==> config.mk <==
export PLATFORM = sky130hd
export DESIGN_NAME = t_state_sequencer
export DESIGN_NICKNAME = d
export VERILOG_FILES = /design/src/rtl/t_state_sequencer.sv
export SDC_FILE = /design/constraint.sdc
export NUM_CORES = 1
export LEC_CHECK = 0
export ABC_AREA = 1
export CAP_MARGIN = 20
export CORE_ASPECT_RATIO = 1.1
export CORE_MARGIN = 2
export CORE_UTILIZATION = 40
export DETAILED_ROUTE_END_ITERATION = 8
export DONT_BUFFER_PORTS = 1
export GPL_TIMING_DRIVEN = 0
export HOLD_SLACK_MARGIN = 0.05
export PLACE_DENSITY = 0.6
export REMOVE_ABC_BUFFERS = 1
export SYNTH_ARGS = -nofsm -noshare
export SYNTH_HDL_FRONTEND = slang
export SYNTH_SLANG_ARGS = --single-unit
==> constraint.sdc <==
create_clock -name phi0 -period 3.7 [get_ports phi0]
set_clock_uncertainty 0.2 [all_clocks]
set_input_delay 0.74 -clock phi0 [delete_from_list [all_inputs] [get_ports phi0]]
set_output_delay 0.74 -clock phi0 [all_outputs]
set_load 0.005 [all_outputs]
==> src/rtl/t_state_sequencer.sv <==
// t_state_sequencer
// Instruction-cycle timing generator for the core dispatch path.
// It has a one-hot base T-state ring T0..T(MAX_T-1) and an optional one-hot
// read-modify-write tail R0..R(RMW_CYC-1) that runs between the end of an
// instruction and the next T0. It also produces the RDY stall flag, the
// latched ALU carry, and the fetch, IR-inject and PC-increment strobes.
// Exactly one bit of {t, rt} is set at any time. Any other encoding returns
// to T0 on the next clock edge.

module t_state_sequencer #(
  parameter int  MAX_T   = 6,   // base T-states T0..T(MAX_T-1), 3..8
  parameter int  RMW_CYC = 2,   // RMW tail length, 0..3 (0 = no tail)
  parameter int  CNT_W   = 4,   // width of the per-instruction cycle counter
  localparam int RT_W    = (RMW_CYC > 0) ? RMW_CYC : 1
) (
  input  logic             phi0,       // core clock, rising edge
  input  logic             res,        // asynchronous active-high reset
  input  logic             rdy,        // 0 stalls, except on write cycles
  input  logic             wr_cycle,   // bus write: never stalls
  input  logic             twocycle,   // instruction completes after T1
  input  logic             ends,       // instruction ends in current Tk, k>=2
  input  logic             skip,       // short cycle: Tk -> Tk+2
  input  logic             rmw,        // read-modify-write: ENDS enters tail
  input  logic             acr,        // ALU carry
  input  logic             b_out,      // interrupt pending: inject BRK
  input  logic             ipc_req,    // decode requests a PC increment
  output logic [MAX_T-1:0] t,          // one-hot base T-state, t[0] = T0
  output logic [RT_W-1:0]  rt,         // one-hot RMW tail state
  output logic             not_ready,  // stall seen on the previous edge
  output logic             acrl,       // latched ALU carry
  output logic             fetch,      // opcode fetch strobe
  output logic             z_ir,       // clear IR (force BRK) on this fetch
  output logic             ipc,        // increment PC this cycle
  output logic [CNT_W-1:0] cyc,        // cycles since T1, saturating
  output logic             tovf        // sticky: ran off the end of the ring
);

  localparam logic [MAX_T-1:0] T0_ONEHOT = MAX_T'(1);
  localparam logic [CNT_W-1:0] CYC_MAX   = {CNT_W{1'b1}};
  localparam int               RT_LAST   = RT_W - 1;

  logic             adv;      // the state machine steps on this edge
  logic             legal;    // exactly one state bit is set
  logic             in_tail;  // currently in the RMW tail
  logic [MAX_T-1:0] t_nxt;
  logic [RT_W-1:0]  rt_nxt;
  logic             ovf_set;

  // A write cycle always advances. Otherwise the ring waits for RDY.
  assign adv     = rdy | wr_cycle;
  assign legal   = ($countones({t, rt}) == 1);
  assign in_tail = |rt;

  // Combinational strobes decoded from the current state and this cycle's inputs.
  assign fetch = t[1] & adv;
  assign z_ir  = fetch & b_out;
  assign ipc   = adv & ((fetch & ~b_out) | ipc_req);

  // Next-state decode for the T ring and the RMW tail.
  // The priority order inside Tk is ENDS, then SKIP, then a plain step.
  always_comb begin
    // NOTE: every signal gets a default before any branch, so no path can
    // leave one unassigned and infer a latch.
    t_nxt   = t;
    rt_nxt  = rt;
    ovf_set = 1'b0;

    if (!legal) begin
      t_nxt  = T0_ONEHOT;
      rt_nxt = '0;
    end else if (adv) begin
      t_nxt  = '0;
      rt_nxt = '0;
      if (in_tail) begin
        // The tail walks R0..R(last), then returns to T0. Decode inputs are ignored here.
        if (rt[RT_LAST]) t_nxt[0] = 1'b1;
        else             rt_nxt   = rt << 1;
      end else if (t[0]) begin
        t_nxt[1] = 1'b1;
      end else if (t[1]) begin
        if (twocycle) t_nxt[0] = 1'b1;
        else          t_nxt[2] = 1'b1;
      end else begin
        // Tk with k >= 2
        if (ends) begin
          if (rmw && (RMW_CYC > 0)) rt_nxt[0] = 1'b1;
          else                      t_nxt[0]  = 1'b1;
        end else if (skip && !t[MAX_T-1] && !t[MAX_T-2]) begin
          // Skip only while T(k+2) exists. Near the end it falls back to a step.
          t_nxt = t << 2;
        end else if (!t[MAX_T-1]) begin
          t_nxt = t << 1;
        end else begin
          // The ring ran past its last state without ENDS.
          t_nxt[0] = 1'b1;
          ovf_set  = 1'b1;
        end
      end
    end

    // A design built without a tail keeps rt permanently clear.
    if (RMW_CYC == 0) rt_nxt = '0;
  end

  // Registered state, stall flag, carry latch, cycle counter and overflow flag.
  always_ff @(posedge phi0 or posedge res) begin
    if (res) begin
      t         <= T0_ONEHOT;
      rt        <= '0;
      not_ready <= 1'b0;
      acrl      <= 1'b0;
      cyc       <= '0;
      tovf      <= 1'b0;
    end else begin
      // NOTE: sequential state uses non-blocking assignments only, so every
      // register samples pre-edge values regardless of statement order.
      t         <= t_nxt;
      rt        <= rt_nxt;
      not_ready <= ~adv;
      if (adv) begin
        acrl <= acr;
        if (t_nxt[1])            cyc <= '0;
        else if (cyc != CYC_MAX) cyc <= cyc + 1'b1;
      end
      if (ovf_set) tovf <= 1'b1;
    end
  end

endmodule

# [Word level (Yosys, flattened, before mapping)]
# Index checks and enable logic that the tools add are counted.
[word_totals] register_bits=15 wordCells=71
[op_classes] add_sub_neg=8 n_eq_ne=3 n_mux=38 bitwise_logic=8 reduce_logical=7
[ops] operator="1-bit two-way mux" count=25
[ops] operator="6-bit two-way mux" count=3
[ops] operator="5-bit two-way mux" count=3
[ops] operator="4-bit two-way mux" count=3
[ops] operator="1-bit by 1-bit adder with 2-bit output" count=4
[ops] operator="2-bit by 2-bit adder with 3-bit output" count=2
[ops] operator="2-bit two-way mux" count=3
[ops] operator="3-bit by 3-bit adder with 4-bit output" count=1
[ops] operator="4-bit by 1-bit adder with 4-bit output, second input constant" count=1
[ops] operator="1-bit bitwise AND" count=4
[ops] operator="4-bit by 1-bit == test with 1-bit output, second input constant" count=1
[ops] operator="4-bit inequality test, second input constant" count=1
[ops] operator="3-bit two-way mux" count=1
[ops] operator="1-bit logical AND" count=2
[ops] operator="1-bit zero test" count=2
[ops] operator="2-bit inequality test, second input constant" count=1
[ops] operator="1-bit NOT" count=2
[ops] operator="1-bit bitwise OR" count=2
[ops] operator="2-bit AND reduction" count=1
[ops] operator="2-bit nonzero test" count=1
[ops] operator="2-bit OR reduction" count=1

# [Longest topological paths before layout]
# Gate-level depths: netlist of run 1.
[depth] ltp_word=12 mapped_depth=17

# [Worst setup path after synthesis of run 1]
# OpenSTA, ideal clock, no wires.
[synth_path] path_type="register to register" from="reg t[0]" to="reg cyc[0]" arrival_ns=3.422 setup_slack_ns=-0.039 path_stages_with_launch=18 path_buffers=0 synth_period_minus_slack_ns=3.739 path_cell_list="dfstp_2 > inv_1 > fa_1 > fa_1 > fa_1 > inv_1 > ha_1 > inv_1 > fa_1 > nand2_1 > inv_1 > nand2_2 > a21oi_4 > nand2_4 > nand2_2 > nand2_2 > nand2_1 > nand2_1"
[synth_between] elab_chain_len=7
[synth_rtl] item="from (decl)" line_no="27" source="output logic [MAX_T-1:0] t,"
[synth_rtl] item="from (signal assigned)" line_no="117" source="t <= t_nxt;"
[synth_rtl] item="1-bit by 1-bit adder with 2-bit output (implied by the code)" line_no="51" source="assign legal = ($countones({t, rt}) == 1);"
[synth_rtl] item="2-bit by 2-bit adder with 3-bit output (implied by the code)" line_no="51"
[synth_rtl] item="3-bit by 3-bit adder with 4-bit output (implied by the code)" line_no="51"
[synth_rtl] item="4-bit by 1-bit == test with 1-bit output" line_no="51"
[synth_rtl] item="6-bit two-way mux *" line_no="68" source="if (!legal) begin"
[synth_rtl] item="2-bit nonzero test (no source line)"
[synth_rtl] item="2-bit AND reduction (no source line)"
[synth_rtl] item="to (signal assigned)" line_no="123" source="else if (cyc != CYC_MAX) cyc <= cyc + 1'b1;"
[synth_rtl] item="to (decl)" line_no="34" source="output logic [CNT_W-1:0] cyc,"
# Every way passes the cells marked *; elsewhere a longest branch is shown, timed or not. The select of a mux whose other input is x is not followed.
# A chain may end at the register's enable or synchronous reset.

# [Final worst setup path of run 1]
[layout_path] from="reg t[0]" to="reg rt[0]"
[layout_between] elab_chain_len=5
[layout_rtl] item="1-bit by 1-bit adder with 2-bit output (implied by the code)" line_no="51"
[layout_rtl] item="2-bit by 2-bit adder with 3-bit output (implied by the code)" line_no="51"
[layout_rtl] item="3-bit by 3-bit adder with 4-bit output (implied by the code)" line_no="51"
[layout_rtl] item="4-bit by 1-bit == test with 1-bit output" line_no="51"
[layout_rtl] item="2-bit inequality test (no source line) or 2-bit two-way mux (tied branches)"
[layout_rtl] item="to (signal assigned)" line_no="118" source="rt <= rt_nxt;"
[layout_rtl] item="to (decl)" line_no="28" source="output logic [RT_W-1:0] rt,"
# Several ways; a longest one is shown, not always the timed one. The select of a mux whose other input is x is not followed.

==> metrics.csv, run 1 <==
stage,metric,value,unit
status,status,"finished, violations left",
status,failing checks,setup timing,
die,row count,18,
detailed_routing,Initial DRC Count,16,
worst_setup_path,WP data required,3710,ps
clock_tree,CTS buffer count,3,
die,Die Span Y,56.34,µm
sta,setup TNS,-1069,ps
pwr,Worst VDD drop,0.3804,mV
die,core box area,2297,µm²
clock_tree,CTS tree,yes,
sta,minimum clock period,3810,ps
synth,"EDFF count, synth",0,
grt,vias in the first global route,789,
synth,mapped cell area,996.0,µm²
worst_setup_path,CP arrival,3820,ps
synth,Synth top cells by count,"inv_1, nand2_1, dfrtp_1",
sta,worst rel slew slack,60.64,%
worst_setup_path,reg2reg start,t[0],
sta,Final Max Tran Viols,0,
synth,Async SR Flop Fraction,100.0,%
detailed_routing,Detail Route Antenna Nets,0,
sta,PnR worst setup slack,-110.4,ps
worst_setup_path,crit path capture,rt[0],
worst_hold_path,Tightest Hold Check Type,input port to asynchronous set/reset pin,
worst_setup_path,r2r endpoint,rt[0],
worst_setup_path,r2r worst-path depth,15,
grt,gr usage total,15.80,%
cells_and_area,Finished Core Util,49.13,%
die,Die X,51.58,µm
grt,first-pass GRT wire length,3.512,mm
sta,Final period util,103.0,%
die,I/O Pins,29,
die,Die ar.,2905,µm²
placement,hpwl dp,1.562,mm
placement,placer congestion estimate,0.8071,
worst_setup_path,Worst setup startpoint,t[0],
synth,YS warnings,0,
sta,Hold Fails Final Rpt,0,
cells_and_area,fin nets,152,
sta,fmax,262.4,MHz
detailed_routing,via count,839,
detailed_routing,final WL,2.082,mm
synth,Synth cell types,24,
clock_tree,H-tree lvl count,1,
run,max cap viols,0,
cells_and_area,Layout area overhead,13.32,%
detailed_routing,post-route DRC violation count,0,
placement,input/output buffers,0,
detailed_routing,drt wl/cell,12.85,µm
detailed_routing,1st-pass router iterations,4,
placement,placed cells,152,
synth,leading area contributor after synthesis,dfrtp_1,
grt,initial antenna violation count,0,
synth,largest cells by area after synthesis,"dfrtp_1, inv_1, nand2_1",
cells_and_area,fin cells,162,
sta,Slew @ Worst Pin,589.7,ps
synth,syn_area_per_cell,8.164,µm²
synth,sequential cell area fraction in the yosys report,37.81,%
clock_tree,Sink Count,15,
clock_tree,CTS max path bufs,2,
worst_setup_path,critical path capture point type,register,
synth,Synth top area share,35.18,%
cells_and_area,layout cells sized above 1,19.70,%
clock_tree,CTS Hold Buffers Added,0,
cells_and_area,n_diodes,0,
die,Initial Utilization,43.36,%
worst_setup_path,Setup crit start kind,register,
cells_and_area,design area,1129,µm²
sta,final count of negative-setup-slack endpoints,12,
pwr,power density cells,757.9,nW/µm²
grt,largest net degree at the start of global routing,16,
pwr,Leakage,0.5888,nW
synth,Yosys reg bits,15,
synth,Synth Flop Type,dfrtp_1,
grt,GRT overflow,0,
placement,placed cell area,1033,µm²
clock_tree,clock-pin slew of the registers on the worst-case setup and hold paths,90,ps
clock_tree,clock latency on the worst-skew pair,280,ps
worst_setup_path,critical path type,register to register,
clock_tree,root buffer cell,clkbuf_4,
sta,unrepaired setup endpoints after global routing,true,
synth,cell count after synthesis,122,
worst_setup_path,r2r setup slk,-110,ps
detailed_routing,Vias/cell,5.179,
worst_setup_path,critical-path maximum fanout,5,
## where the power goes
group | switching, mW | leakage [nW] | internal (mW) | total, mW
registers | 0.0511 | 0.196 | 0.206 | 0.257
clock network | 0.0547 | 0.0150 | 0.0418 | 0.0965
logic | 0.280 | 0.378 | 0.221 | 0.501
total | 0.386 | 0.589 | 0.470 | 0.855
## state kept, by name, summed over array words and instances, names as in the netlist
| register | count |
|---|---|
| t | 6 |
| cyc | 4 |
| rt | 2 |
| acrl | 1 |
| not_ready | 1 |
| tovf | 1 |
## metrics by stage
stage | power [mW] | worst slack [ps] | hold WS (ps)
after floorplan | 0.5620 | -39.42 | 267.8
after global placement | 0.6259 | -241.2 | 290.3
after detailed placement | 0.6388 | -276.1 | 300.8
after CTS | 0.7970 | -171.4 | 217.2
after global routing | 0.9368 | -245.0 | 240.5
final | 0.8554 | -110.4 | 195.3
## cells in the final DEF, fill, tap and decap left out, types with 2 or more instances in the layout
cell type / synthesis / final
o211ai_1: 2 / 2
ha_1: 4 / 3
nand3_1: 8 / 8
a21oi_1: 2 / 2
nand2_2: 5 / 4
nand4_1: 6 / 6
o22ai_1: 3 / 3
inv_2: 0 / 3
nand2_1: 24 / 24
o21ai_0: 3 / 2
nor2_1: 11 / 11
fa_1: 4 / 4
buf_4: 0 / 6
dfrtp_1: 14 / 13
inv_1: 24 / 21
clkbuf_4: 0 / 3
o21ai_1: 2 / 3
nand2_4: 1 / 2
## area by class of cell
class | count | area, µm²
Multi-Input combinational cell | 81 | 534.3
Fill cell | 230 | 1169
Inverter | 26 | 107.6
Timing Repair Buffer | 6 | 45.04
Sequential cell | 15 | 377.9
Clock buffer | 4 | 26.28
Tap cell | 30 | 37.54
## cell families (layout without fill, tap and decap cells)
group / after synthesis / in the layout / synth area share, %
simple gates: 58 / 58 / 28.64
fa+ha+maj: 8 / 8 / 13.07
buf+inv: 26 / 36 / 10.30
xor+xnor: 1 / 1 / 0.8796
flops: 15 / 15 / 37.81
compound gates: 14 / 14 / 9.297
## routing by layer
metal  track usage [%]  part of all wire, %
met1             22.32                   47
met2             23.26                   44
met3             3.989                  8.3
met4             5.639                 0.67
met5                 0                    0
## critical path, stage by stage, from the launching register on
cell,delay [ps]
dfstp_2,580
inv_2,60
fa_1,460
fa_1,510
fa_1,420
inv_2,80
ha_4,120
inv_2,30
fa_1,480
nand2_1,50
inv_1,60
nand2_2,60
a21oi_4,230
buf_4,170
nand2_4,60
o22ai_1,160
## repair_timing
item / CTS / global route
setup endpoints to repair: 13 / 13
resized for setup: 6 / 4
hold endpoints to repair: 0 / 0
setup buffers: 4 / 2
pin swaps: 3 / 3
## worst min-delay path by stage
| stage | to | slack, ps | from |
|---|---|---|---|
| after floorplan | tovf | 270 | tovf |
| after global placement | tovf | 290 | tovf |
| after detailed placement | acrl | 300 | acrl |
| after CTS | t[5] | 220 | res |
| after global routing | t[4] | 240 | res |
| final | tovf | 200 | res |
Note: power is estimated with default switching activity, not from simulation.
==> run 2, diff against run 1 <==
REMOVE_ABC_BUFFERS = default   (was 1)
==> metrics.csv, run 2 (synthesized netlist as in run 1, its figures left out) <==
stage,metric,value,unit
status,status,"finished, violations left",
status,failing checks,setup timing,
sta,Final period util,104.3,%
run,max cap viols,0,
worst_setup_path,Crit path top cell by count,fa_1,
grt,gr usage total,16.82,%
clock_tree,CTS tree,yes,
die,Die ar.,2905,µm²
sta,fmax,259.1,MHz
die,I/O Pins,29,
cells_and_area,fin nets,153,
detailed_routing,1st-pass router iterations,4,
pwr,Leakage,0.6092,nW
sta,final count of negative-setup-slack endpoints,12,
die,Die X,51.58,µm
grt,initial antenna violation count,0,
clock_tree,root buffer cell,clkbuf_4,
worst_setup_path,critical path type,register to register,
detailed_routing,drt wl/cell,12.99,µm
cells_and_area,n_diodes,0,
worst_setup_path,critical path capture point type,register,
detailed_routing,post-route DRC violation count,0,
placement,input/output buffers,0,
placement,placer congestion estimate,0.7594,
clock_tree,clock-pin slew of the registers on the worst-case setup and hold paths,100,ps
worst_setup_path,critical-path maximum fanout,5,
worst_setup_path,Slowest cell on crit path,dfstp_2,
sta,PnR worst setup slack,-159.9,ps
cells_and_area,"commonest non-fill, non-tap cells in the layout","nand2_1, inv_1, dfrtp_1",
grt,first-pass GRT wire length,3.739,mm
clock_tree,CTS buffer count,3,
sta,Hold Fails Final Rpt,0,
placement,hpwl dp,1.603,mm
cells_and_area,max reg flops,6,
clock_tree,Sink Count,15,
sta,setup TNS,-1425,ps
worst_hold_path,Tightest Hold Check Type,input port to asynchronous set/reset pin,
cells_and_area,Fill cells,229,
clock_tree,clock latency on the worst-skew pair,280,ps
clock_tree,H-tree lvl count,1,
cells_and_area,Register Area,376.6,µm²
die,row count,18,
clock_tree,CTS Hold Buffers Added,0,
pwr,power density cells,779.5,nW/µm²
cells_and_area,layout cells sized above 1,22.56,%
cells_and_area,Largest Register,t,
detailed_routing,Detail Route Antenna Nets,0,
cells_and_area,Layout area overhead,17.09,%
detailed_routing,final WL,2.118,mm
sta,unrepaired setup endpoints after global routing,true,
sta,worst rel slew slack,61.00,%
cells_and_area,Largest regs,"t: 6 flops, cyc: 4 flops, rt: 2 flops",
grt,GRT overflow,0,
sta,Slew @ Worst Pin,584.4,ps
synth,Syn Nets,141,
cells_and_area,Finished Core Util,50.76,%
pwr,Worst VDD drop,0.4138,mV
grt,vias in the first global route,871,
detailed_routing,via count,821,
sta,minimum clock period,3860,ps
grt,largest net degree at the start of global routing,16,
worst_setup_path,Setup crit start kind,register,
pwr,"Power, Total",0.9090,mW
clock_tree,CTS max path bufs,2,
detailed_routing,Initial DRC Count,12,
detailed_routing,Vias/cell,5.037,
die,Die Span Y,56.34,µm
die,core box area,2297,µm²
sta,Final Max Tran Viols,0,
worst_setup_path,CP arrival,3890,ps
worst_setup_path,max incr delay on CP,600,ps
cells_and_area,Multi-input gate area,545.5,µm²
cells_and_area,"leading cell type in the layout, fill and taps excluded",nand2_1,
worst_setup_path,crit path cell chain,inv_4 -> fa_1 -> fa_1 -> fa_1 -> inv_1 -> ha_2 -> inv_2 -> fa_1 -> nand2_1 -> inv_1 -> nand2_2 -> a21oi_4 -> buf_12 -> buf_4 -> nand3_1 -> nor2_1 -> nor2_1,
worst_setup_path,WP data required,3730,ps
die,Initial Utilization,43.36,%
run 2: changes by cell type in the layout (fill, tap and decap cells not counted), moves of 2 or more:
| cell | delta |
|---|---|
| buf_4 | -2 |
| buf_6 | +2 |
| clkinv_2 | +2 |
| nand2_1 | -2 |
| nand2_4 | +2 |
run 2: power by group:
group | total [mW] | switching, mW | internal, mW
clock network | 0.0983 | 0.0582 | 0.0401
registers | 0.257 | 0.0518 | 0.206
logic | 0.553 | 0.289 | 0.264
total | 0.909 | 0.399 | 0.510
run 2: area by class of cell:
| class | count | share of cell area [%] |
|---|---|---|
| clock inverter | 1 | 0.4292 |
| inverter | 26 | 9.120 |
| multi-input combinational | 81 | 46.78 |
| clock buffer | 3 | 1.931 |
| sequential | 15 | 32.30 |
| tap | 30 | 3.219 |
| timing repair buffer | 7 | 6.223 |
run 2: path summary, 6_finish.rpt:
path,startpoint,to,slack (ps),depth (start not counted)
max,t[0],t[0],-160,17
min,res,cyc[2],190,1
max reg2reg,t[0],t[0],-160,17
min reg2reg,acrl,acrl,320,2
max in group asynchronous,res,cyc[0],2730,1
min in group phi0,acrl,acrl,320,2
run 2: worst max-delay path, delay by kind of cell (launching register included):
kind                     cells  cell delay [ps]
AO/OA/AOI/OAI                1              200
flip-flops                   1              600
AND/OR/NAND/NOR              5              300
adder cells (fa/ha/maj)      5             2050
buffers and inverters        6              470
run 2: what timing repair did:
item	CTS	global route
pin swaps	4	5
gates resized for setup	6	6
endpoints found under the setup margin	13	13
setup buffers	4	3
hold endpoints to repair	0	0
cloned	0	0
run 2: layer usage:
layer  GRT usage [%]  share of wire [%]
met5               0                  0
met3           4.787                5.8
met1           18.52                 41
met2           29.67                 51
met4           6.767                1.3
run 2: stage by stage:
stage,hold WS (ps),area [µm²],cells,worst slack [ps]
after CTS,207.6,1124,160,-165.7
final,188.2,1166,163,-159.9
after global placement,298.8,1035,152,-206.9
after global routing,225.4,1166,163,-297.2
after floorplan,267.8,997.2,122,4.460
after detailed placement,303.5,1035,152,-239.6
==> run 3, diff against run 2 <==
CELL_PAD_IN_SITES_DETAIL_PLACEMENT = 0   (was default)
CELL_PAD_IN_SITES_GLOBAL_PLACEMENT = 1   (was default)
PLACE_DENSITY = 0.77   (was 0.6)
RECOVER_POWER = 100   (was default)
SETUP_SLACK_MARGIN = 0.15   (was default)
==> metrics.csv, run 3 (synthesized netlist as in run 1, its figures left out) <==
stage,metric,value,unit
status,status,"finished, violations left",
status,failing checks,setup timing,
worst_setup_path,critical-path maximum fanout,5,
worst_setup_path,critical path type,register to register,
grt,GRT overflow,0,
grt,largest net degree at the start of global routing,16,
placement,placer congestion estimate,0.7337,
worst_setup_path,max incr delay on CP,600,ps
cells_and_area,Multi-input gate area,534.3,µm²
detailed_routing,via count,833,
cells_and_area,fin cells,165,
grt,vias in the first global route,773,
pwr,power density cells,791.1,nW/µm²
worst_setup_path,WP data required,3690,ps
die,row count,18,
placement,hpwl dp,1.549,mm
cells_and_area,"commonest non-fill, non-tap cells in the layout","nand2_1, inv_1, dfrtp_1",
run,max cap viols,0,
pwr,Worst VDD drop,0.4617,mV
sta,worst rel slew slack,59.86,%
placement,placed cells,152,
die,I/O Pins,29,
clock_tree,CTS buffer count,3,
detailed_routing,post-route DRC violation count,0,
placement,input/output buffers,0,
sta,minimum clock period,3822,ps
cells_and_area,max reg flops,6,
die,Die Span Y,56.34,µm
clock_tree,H-tree lvl count,1,
cells_and_area,"leading cell type in the layout, fill and taps excluded",nand2_1,
clock_tree,CTS Hold Buffers Added,0,
sta,Final Max Tran Viols,0,
grt,gr usage total,15.68,%
clock_tree,root buffer cell,clkbuf_4,
cells_and_area,Largest regs,"t: 6 flops, cyc: 4 flops, rt: 2 flops",
sta,PnR worst setup slack,-122.4,ps
worst_setup_path,Crit path top cell by count,fa_1,
cells_and_area,layout cells sized above 1,22.96,%
clock_tree,clock latency on the worst-skew pair,290,ps
cells_and_area,Register Area,377.9,µm²
worst_setup_path,Setup crit start kind,register,
pwr,Leakage,0.6047,nW
grt,first-pass GRT wire length,3.456,mm
detailed_routing,drt wl/cell,12.99,µm
cells_and_area,n_diodes,0,
cells_and_area,Largest Register,t,
die,Die X,51.58,µm
sta,Slew @ Worst Pin,601.5,ps
worst_setup_path,Slowest cell on crit path,dfstp_2,
die,Die ar.,2905,µm²
clock_tree,clock-pin slew of the registers on the worst-case setup and hold paths,90,ps
cells_and_area,Layout area overhead,16.33,%
sta,fmax,261.6,MHz
sta,Hold Fails Final Rpt,0,
synth,Syn Nets,141,
clock_tree,CTS max path bufs,2,
sta,unrepaired setup endpoints after global routing,true,
detailed_routing,Initial DRC Count,8,
die,Initial Utilization,43.36,%
detailed_routing,Detail Route Antenna Nets,0,
worst_setup_path,CP arrival,3810,ps
clock_tree,Sink Count,15,
sta,Final period util,103.3,%
detailed_routing,1st-pass router iterations,4,
cells_and_area,fin nets,155,
worst_setup_path,crit path cell chain,inv_2 -> fa_1 -> fa_1 -> fa_1 -> inv_1 -> ha_2 -> inv_2 -> fa_1 -> nand2_1 -> inv_1 -> nand2_2 -> a21oi_4 -> nand2_4 -> buf_6 -> nand4_1 -> nand2_1,
placement,Setup WS pre-CTS,-234.1,ps
worst_hold_path,Tightest Hold Check Type,input port to asynchronous set/reset pin,
worst_setup_path,critical path capture point type,register,
sta,setup TNS,-1254,ps
grt,initial antenna violation count,0,
sta,final count of negative-setup-slack endpoints,12,
cells_and_area,Fill cells,242,
clock_tree,CTS tree,yes,
detailed_routing,final WL,2.144,mm
detailed_routing,Vias/cell,5.048,
die,core box area,2297,µm²
## run 3: routing by layer
metal,vias up,wire length [µm],global-route usage [%]
met4,0,28,6.767
met5,-,0,0
met3,4,134,4.255
met2,26,1011,23.08
li1,418,-,-
met1,385,969,21.48
## run 3: power breakdown
| part | total [mW] | switching (mW) | internal (mW) | leakage [nW] |
|---|---|---|---|---|
| combinational | 0.560 | 0.298 | 0.262 | 0.394 |
| sequential | 0.259 | 0.0525 | 0.207 | 0.196 |
| clock | 0.0974 | 0.0555 | 0.0419 | 0.0150 |
| total | 0.917 | 0.406 | 0.511 | 0.605 |
## run 3: final timing paths
kind	startpoint	endpoint	slack [ps]	cells after the start
worst min-delay path	res	cyc[0]	200	1
worst max register to register	t[0]	cyc[3]	-120	16
worst min register to register	tovf	tovf	310	1
max in group asynchronous	res	t[1]	2680	1
worst max-delay path	t[0]	cyc[3]	-120	16
min in group phi0	tovf	tovf	310	1
## run 3: final cells by class
cell class / count / share of cell area (%)
multi-input cells: 81 / 46.11
flip-flops and latches: 15 / 32.61
inverters: 26 / 8.963
repair buffers: 9 / 6.803
well taps: 30 / 3.240
clock buffers: 4 / 2.268
## run 3: critical path, delay by kind of cell, from the launching register on
family	cells	cell delay (ps)
buffers and inverters	5	370
DFF	1	600
adders and majority gates	5	1990
and+or+nand+nor	5	370
AOI/OAI and AO/OA	1	210
## run 3: what timing repair did
item | in CTS | in global routing
cloned | 0 | 0
setup buffers | 4 | 5
pin swaps | 2 | 0
resized for setup | 3 | 9
endpoints found under the setup margin | 13 | 13
## run 3: per-stage QoR
| stage | power [mW] | hold WS (ps) | cell area, µm² | utilization (%) |
|---|---|---|---|---|
| 3_5_place_dp | 0.6488 | 297.2 | 1035 | 45.04 |
| 6_report | 0.9165 | 195.9 | 1159 | 50.44 |
| 5_1_grt | 0.9883 | 232.8 | 1159 | 50.44 |
| 4_1_cts | 0.7919 | 205.1 | 1094 | 47.60 |
| 3_3_place_gp | 0.6353 | 297.7 | 1035 | 45.04 |
| 2_1_floorplan | 0.5668 | 267.8 | 997.2 | - |
